**config.mk**
```make
export PLATFORM = sky130hd
export DESIGN_NAME = alu_sequencer_fsm
export DESIGN_NICKNAME = d
export VERILOG_FILES = /design/src/rtl/alu_sequencer_fsm.sv
export SDC_FILE = /design/constraint.sdc
export NUM_CORES = 1
export LEC_CHECK = 0
export CAP_MARGIN = 20
export CORE_UTILIZATION = 34
export DETAILED_ROUTE_END_ITERATION = 16
export HOLD_SLACK_MARGIN = 0.02
export PLACE_DENSITY = 0.76
export SYNTH_ARGS = -nofsm -noshare
export SYNTH_HDL_FRONTEND = slang
export SYNTH_SLANG_ARGS = --single-unit
```
**constraint.sdc**
```tcl
create_clock -name clk -period 1.67 [get_ports clk]
set_clock_uncertainty 0.05 [all_clocks]
set_input_delay 0.334 -clock clk [delete_from_list [all_inputs] [get_ports clk]]
set_output_delay 0.334 -clock clk [all_outputs]
set_load 0.02 [all_outputs]
```
**src/rtl/alu_sequencer_fsm.sv**
```systemverilog
// Multicycle control FSM sequencing ALU, register file, PC/IR and memory port for one instruction.
// Optional illegal-instruction trap enabled by defining ALU_SEQ_ILLEGAL_TRAP_EN.
module alu_sequencer_fsm #(
  parameter int MEM_WAIT_MAX = 16,
  parameter int FUNC_W       = 5
) (
  input  logic              clk,
  input  logic              rst,
  input  logic [31:0]       instr,
  input  logic              mem_ready,
  input  logic              alu_zero,
  output logic              ir_write,
  output logic              pc_write,
  output logic [1:0]        pc_src,
  output logic              mem_read,
  output logic              mem_write,
  output logic              iord,
  output logic [FUNC_W-1:0] alu_func,
  output logic [1:0]        alu_typ,
  output logic              reg_write,
  output logic [1:0]        wb_sel,
  output logic              illegal,
  output logic              timeout,
  output logic [2:0]        state_o
);

  localparam int CNT_W = $clog2(MEM_WAIT_MAX + 1);

  typedef enum logic [2:0] {
    S_FETCH  = 3'd0,
    S_DECODE = 3'd1,
    S_EXEC   = 3'd2,
    S_ALUWB  = 3'd3,
    S_MEMACC = 3'd4,
    S_MEMWB  = 3'd5,
    S_BRANCH = 3'd6,
    S_HALT   = 3'd7
  } state_t;

  state_t            state_q, state_d;
  logic [CNT_W-1:0]  wait_q, wait_d;
  logic              illegal_q, illegal_d;
  logic              timeout_q, timeout_d;
  logic [FUNC_W-1:0] func_q;
  logic [1:0]        typ_q;
  logic              stop_q;

  logic unused_instr_bits;
  assign unused_instr_bits = ^instr[31-FUNC_W:3];

  // Instruction class decode from the latched IR fields
  logic   is_i, is_j, is_lw, is_sw, is_beq, is_legal;
  state_t done_state;

  always_comb begin
    is_j       = (typ_q == 2'b11);
    is_i       = (typ_q == 2'b10);
    is_lw      = is_i && (func_q == FUNC_W'(2));
    is_sw      = is_i && (func_q == FUNC_W'(3));
    is_beq     = is_i && (func_q == FUNC_W'(4));
    is_legal   = is_j || (is_i && (func_q <= FUNC_W'(4))) ||
                 (!is_i && !is_j && (func_q <= FUNC_W'(2)));
    done_state = stop_q ? S_HALT : S_FETCH;
  end

  always_ff @(posedge clk) begin
    if (rst) begin
      state_q   <= S_FETCH;
      wait_q    <= '0;
      illegal_q <= 1'b0;
      timeout_q <= 1'b0;
      func_q    <= '0;
      typ_q     <= 2'b00;
      stop_q    <= 1'b0;
    end else begin
      state_q   <= state_d;
      wait_q    <= wait_d;
      illegal_q <= illegal_d;
      timeout_q <= timeout_d;
      if (state_q == S_FETCH && mem_ready) begin
        func_q <= instr[31 -: FUNC_W];
        typ_q  <= instr[2:1];
        stop_q <= instr[0];
      end
    end
  end

  always_comb begin
    state_d   = state_q;
    wait_d    = '0;
    illegal_d = illegal_q;
    timeout_d = timeout_q;
    ir_write  = 1'b0;
    pc_write  = 1'b0;
    pc_src    = 2'b00;
    mem_read  = 1'b0;
    mem_write = 1'b0;
    iord      = 1'b0;
    alu_func  = '0;
    alu_typ   = 2'b00;
    reg_write = 1'b0;
    wb_sel    = 2'b00;

    // Keep the ALU inputs stable for every state that consumes its registered result
    if (state_q inside {S_EXEC, S_ALUWB, S_MEMACC, S_MEMWB, S_BRANCH}) begin
      alu_func = func_q;
      alu_typ  = is_beq ? 2'b00 : typ_q;
    end

    case (state_q)
      S_FETCH: begin
        mem_read = 1'b1;
        if (mem_ready) begin
          ir_write = 1'b1;
          pc_write = 1'b1;
          state_d  = S_DECODE;
        end
      end
      S_DECODE: begin
        if (is_j) begin
          pc_write = 1'b1;
          pc_src   = 2'b10;
          state_d  = done_state;
        end else if (!is_legal) begin
`ifdef ALU_SEQ_ILLEGAL_TRAP_EN
          illegal_d = 1'b1;
          state_d   = S_HALT;
`else
          state_d   = done_state;
`endif
        end else begin
          state_d = S_EXEC;
        end
      end
      S_EXEC: begin
        if (is_lw || is_sw) state_d = S_MEMACC;
        else if (is_beq)    state_d = S_BRANCH;
        else                state_d = S_ALUWB;
      end
      S_ALUWB: begin
        reg_write = 1'b1;
        state_d   = done_state;
      end
      S_MEMACC: begin
        iord      = 1'b1;
        mem_read  = is_lw;
        mem_write = is_sw;
        if (mem_ready) state_d = is_lw ? S_MEMWB : done_state;
      end
      S_MEMWB: begin
        reg_write = 1'b1;
        wb_sel    = 2'b01;
        state_d   = done_state;
      end
      S_BRANCH: begin
        if (alu_zero) begin
          pc_write = 1'b1;
          pc_src   = 2'b01;
        end
        state_d = done_state;
      end
      default: state_d = S_HALT;
    endcase

    // A late mem_ready on the final permitted cycle still completes the access
    if ((state_q == S_FETCH || state_q == S_MEMACC) && !mem_ready) begin
      if (wait_q == CNT_W'(MEM_WAIT_MAX - 1)) begin
        timeout_d = 1'b1;
        state_d   = S_HALT;
      end else begin
        wait_d = wait_q + CNT_W'(1);
      end
    end

    if (rst) begin
      ir_write  = 1'b0;
      pc_write  = 1'b0;
      pc_src    = 2'b00;
      mem_read  = 1'b0;
      mem_write = 1'b0;
      iord      = 1'b0;
      alu_func  = '0;
      alu_typ   = 2'b00;
      reg_write = 1'b0;
      wb_sel    = 2'b00;
    end
  end

  assign illegal = rst ? 1'b0 : illegal_q;
  assign timeout = rst ? 1'b0 : timeout_q;
  assign state_o = rst ? 3'd0 : state_q;

endmodule

```
==> impl_metrics.tcl <==
set metrics [dict create \
    outcome "finished, violations left" \
    violations "DRC, setup timing" \
    syn_inst 132 \
    fp.dieW_um 56.7 \
    period_minus_slack_ns 1.93 \
    r2r_slack_ns -0.09 \
    peakVddDrop_uv 363 \
    wl_per_cell_um 17.0 \
    viasPerCell 5.33 \
    grt_pass1_vias 1245 \
    grt_antenna_before_repair 0 \
    rsz0062_at_grt "yes" \
    worstPathArrival_ns 1.55 \
    synth.avg_cell_area_sq_um 7.70 \
    critPathMaxStageDelay_ns 0.36 \
    antenna_left 0 \
    ys_ff_latch 18 \
    drive_gt1_share_pct 54.8 \
    num_rows 19 \
    firstDrtPassIters 10 \
    hold_end "illegal_d" \
    endpoint_kind "output port" \
    clk_path_buf_depth 2 \
    seqPwrFrac_pct 37.7 \
    ys_types 40 \
    numPortBuffers 32 \
    final_util_pct 70.5 \
    crit_buf_inv 3 \
    path_cells "nor4b_4 -> buf_4 -> buf_6 -> nand2_2 -> and3_4 -> buf_6" \
    setup_viol 18 \
    coreArea_sq_um 2810 \
    synthFlopType "dfxtp_1" \
    syn-num-nets 170 \
    drc 4 \
    max_cap_viol_count 0 \
    syn_area_sq_um 1020 \
    area_growth_pct 94.7 \
    cp_common_cell "buf_6" \
    seq_area_frac_synth_pct 35.5 \
    drv_slew 0 \
    postPlaceCellArea_sq_um 1610 \
    cp-start-kind "register" \
    worstReg2RegStart "wait_q[1]" \
    crit_family "simple AND/OR/NAND/NOR gates" \
    cts.clk_slew.worst_paths_ns 0.12 \
    dp_hpwl_um 2290 \
    final_area_sq_um 1980 \
    setup_slack_ns -0.264 \
    startpoint "func_q[4]" \
    synth_warnings 0 \
    drtIter0Drc 68 \
    hp-start "illegal_d" \
    reg2reg_depth 7 \
    whs_path_depth 1 \
    cts.sinks 18 \
    synthTopCellsByArea "dfxtp_1, nand2_1, a21oi_1" \
    crit_fanout 3 \
    chipHeight_um 56.7 \
    combPwrFrac_pct 39.7 \
    power_leakage_nw 0.890 \
    num_vias 1284 \
    num_antenna_cells 0 \
    cts_tree "done" \
    crit_required_ns 1.29 \
    synth_edf_count 0 \
    gp_congestion 0.929 \
    criticalPathCategory "reg2out" \
    async_flop_share_pct 0 \
    insertion_delay_ns 0.32 \
    hold_slack_ns 0.421 \
    critPathSlowestCell "dfxtp_2" \
    grt_use_total_pct 22.6 \
    grt_pass1_wl_um 5610 \
    swShare_pct 34.7 \
    power.switching_mw 0.457 \
    fillers 212 \
    clock-root-buffer "clkbuf_4" \
    grt_max_degree 11 \
    routed_wirelength_um 4100 \
    place_ws_ns -0.785 \
    synth_top_area_cell "dfxtp_1" \
    power.density_nw_per_um2 666 \
    die-area_sq_um 3210 \
    min_period_over_period_pct 116 \
    fmax_ghz 0.517 \
    cts_buffers 3 \
    start_util_pct 36.2 \
    finalHoldViolCount 0 \
    holdBufCountCts 0 \
    p_int_mw 0.860 \
    htree_levels 1 \
    reg2reg_to "state_q[2]" \
    pin_count 58 \
    synth_top_area_share_pct 35.5 \
    pwr-share-clk_pct 22.6 \
    gr-total-overflow 0 \
    finalNetCount 249 \
    hp-class "reg2reg" \
]
## flip-flops by register name, summed over array words and instances, names as in the netlist
register,count
typ_q,2
wait_q,5
state_q,3
func_q,5
illegal_d,1
stop_q,1
timeout_q,1
## cell usage after synthesis, drive strengths merged, types with 2 or more instances
library cell and number:
o21ai 3, and2 6, nor3 4, clkbuf 5
a21oi 10, a211oi 2, dfxtp 18, and3 5
inv 3, buf 3, nand2 23, nand2b 3
ha 2, nand3b 2, nor4b 3, nor2b 5
nand3 2, nor2 13, a21o 2, and4 2
a31oi 3, a21boi 2
## through the flow
stage / TNS (ns) / total power, mW / instances
6_report: -2.36 / 1.32 / 241
5_1_grt: -3.21 / 1.38 / 241
4_1_cts: -1.79 / 1.24 / 237
3_5_place_dp: -14.37 / 0.876 / 220
3_3_place_gp: -13.70 / 0.868 / 220
2_1_floorplan: -0.0325 / 0.685 / 132
## cells in the final DEF (no fill, tap or decap), types with 3 or more instances in the layout
master	count
buf_4	44
nand2_1	22
buf_6	21
dfxtp_1	11
nor2_1	10
a21oi_1	8
clkdlybuf4s50_1	8
nor2b_1	5
dfxtp_2	5
and2_4	4
buf_2	4
and3_4	3
nor3_4	3
inv_1	3
clkbuf_4	3
dlygate4sd2_1	3
## routing by layer
metal / up-vias / track usage [%] / share of wire [%]
met3: 13 / 2.30 / 4.6
met4: 0 / 10.0 / 3.5
met1: 609 / 29.4 / 42
li1: 608 / - / -
met2: 54 / 37.6 / 50
met5: - / 0 / 0
## area by class of cell
cell class	count	area [sq um]	area share, %
multi-input cells	103	795	40.2
inverters	3	11.3	0.569
clock buffers	4	36.3	1.83
well taps	31	38.8	1.96
flip-flops and latches	18	374	18.9
repair buffers	82	723	36.6
## power groups by stage
| stage | sequential, mW | combinational (mW) | clock (mW) |
|---|---|---|---|
| 6_report | 0.496 | 0.523 | 0.298 |
| 5_1_grt | 0.500 | 0.554 | 0.321 |
| 3_5_place_dp | 0.493 | 0.384 | 0 |
| 3_3_place_gp | 0.491 | 0.377 | 0 |
| 2_1_floorplan | 0.491 | 0.194 | 0 |
| 4_1_cts | 0.490 | 0.454 | 0.294 |
## repair_timing
action	in CTS	in global routing
setup buffers	13	4
pin swaps	17	14
setup endpoints to repair	24	21
endpoints found under the hold margin	0	0
resized for setup	151	23
## logic make-up after synthesis
logic type | Yosys count | share of synthesized area, %
xor gates and xnor gates | 2 | 1.72
buffers and inverters | 11 | 4.68
and+or+nand+nor | 72 | 39.0
adders and majority gates | 3 | 3.45
DFF | 18 | 35.5
AOI/OAI and AO/OA | 25 | 15.3
other | 1 | 0.369
## worst max path at each step
stage	end	slack, ns	depth (start not counted)
after floorplan	mem_write	-0.03	4
after global placement	mem_read	-0.72	5
after detailed placement	alu_typ[1]	-0.79	5
after CTS	mem_write	-0.23	5
after global routing	mem_write	-0.32	5
final	alu_typ[1]	-0.26	6
Note: power is estimated with default switching activity, not from simulation.
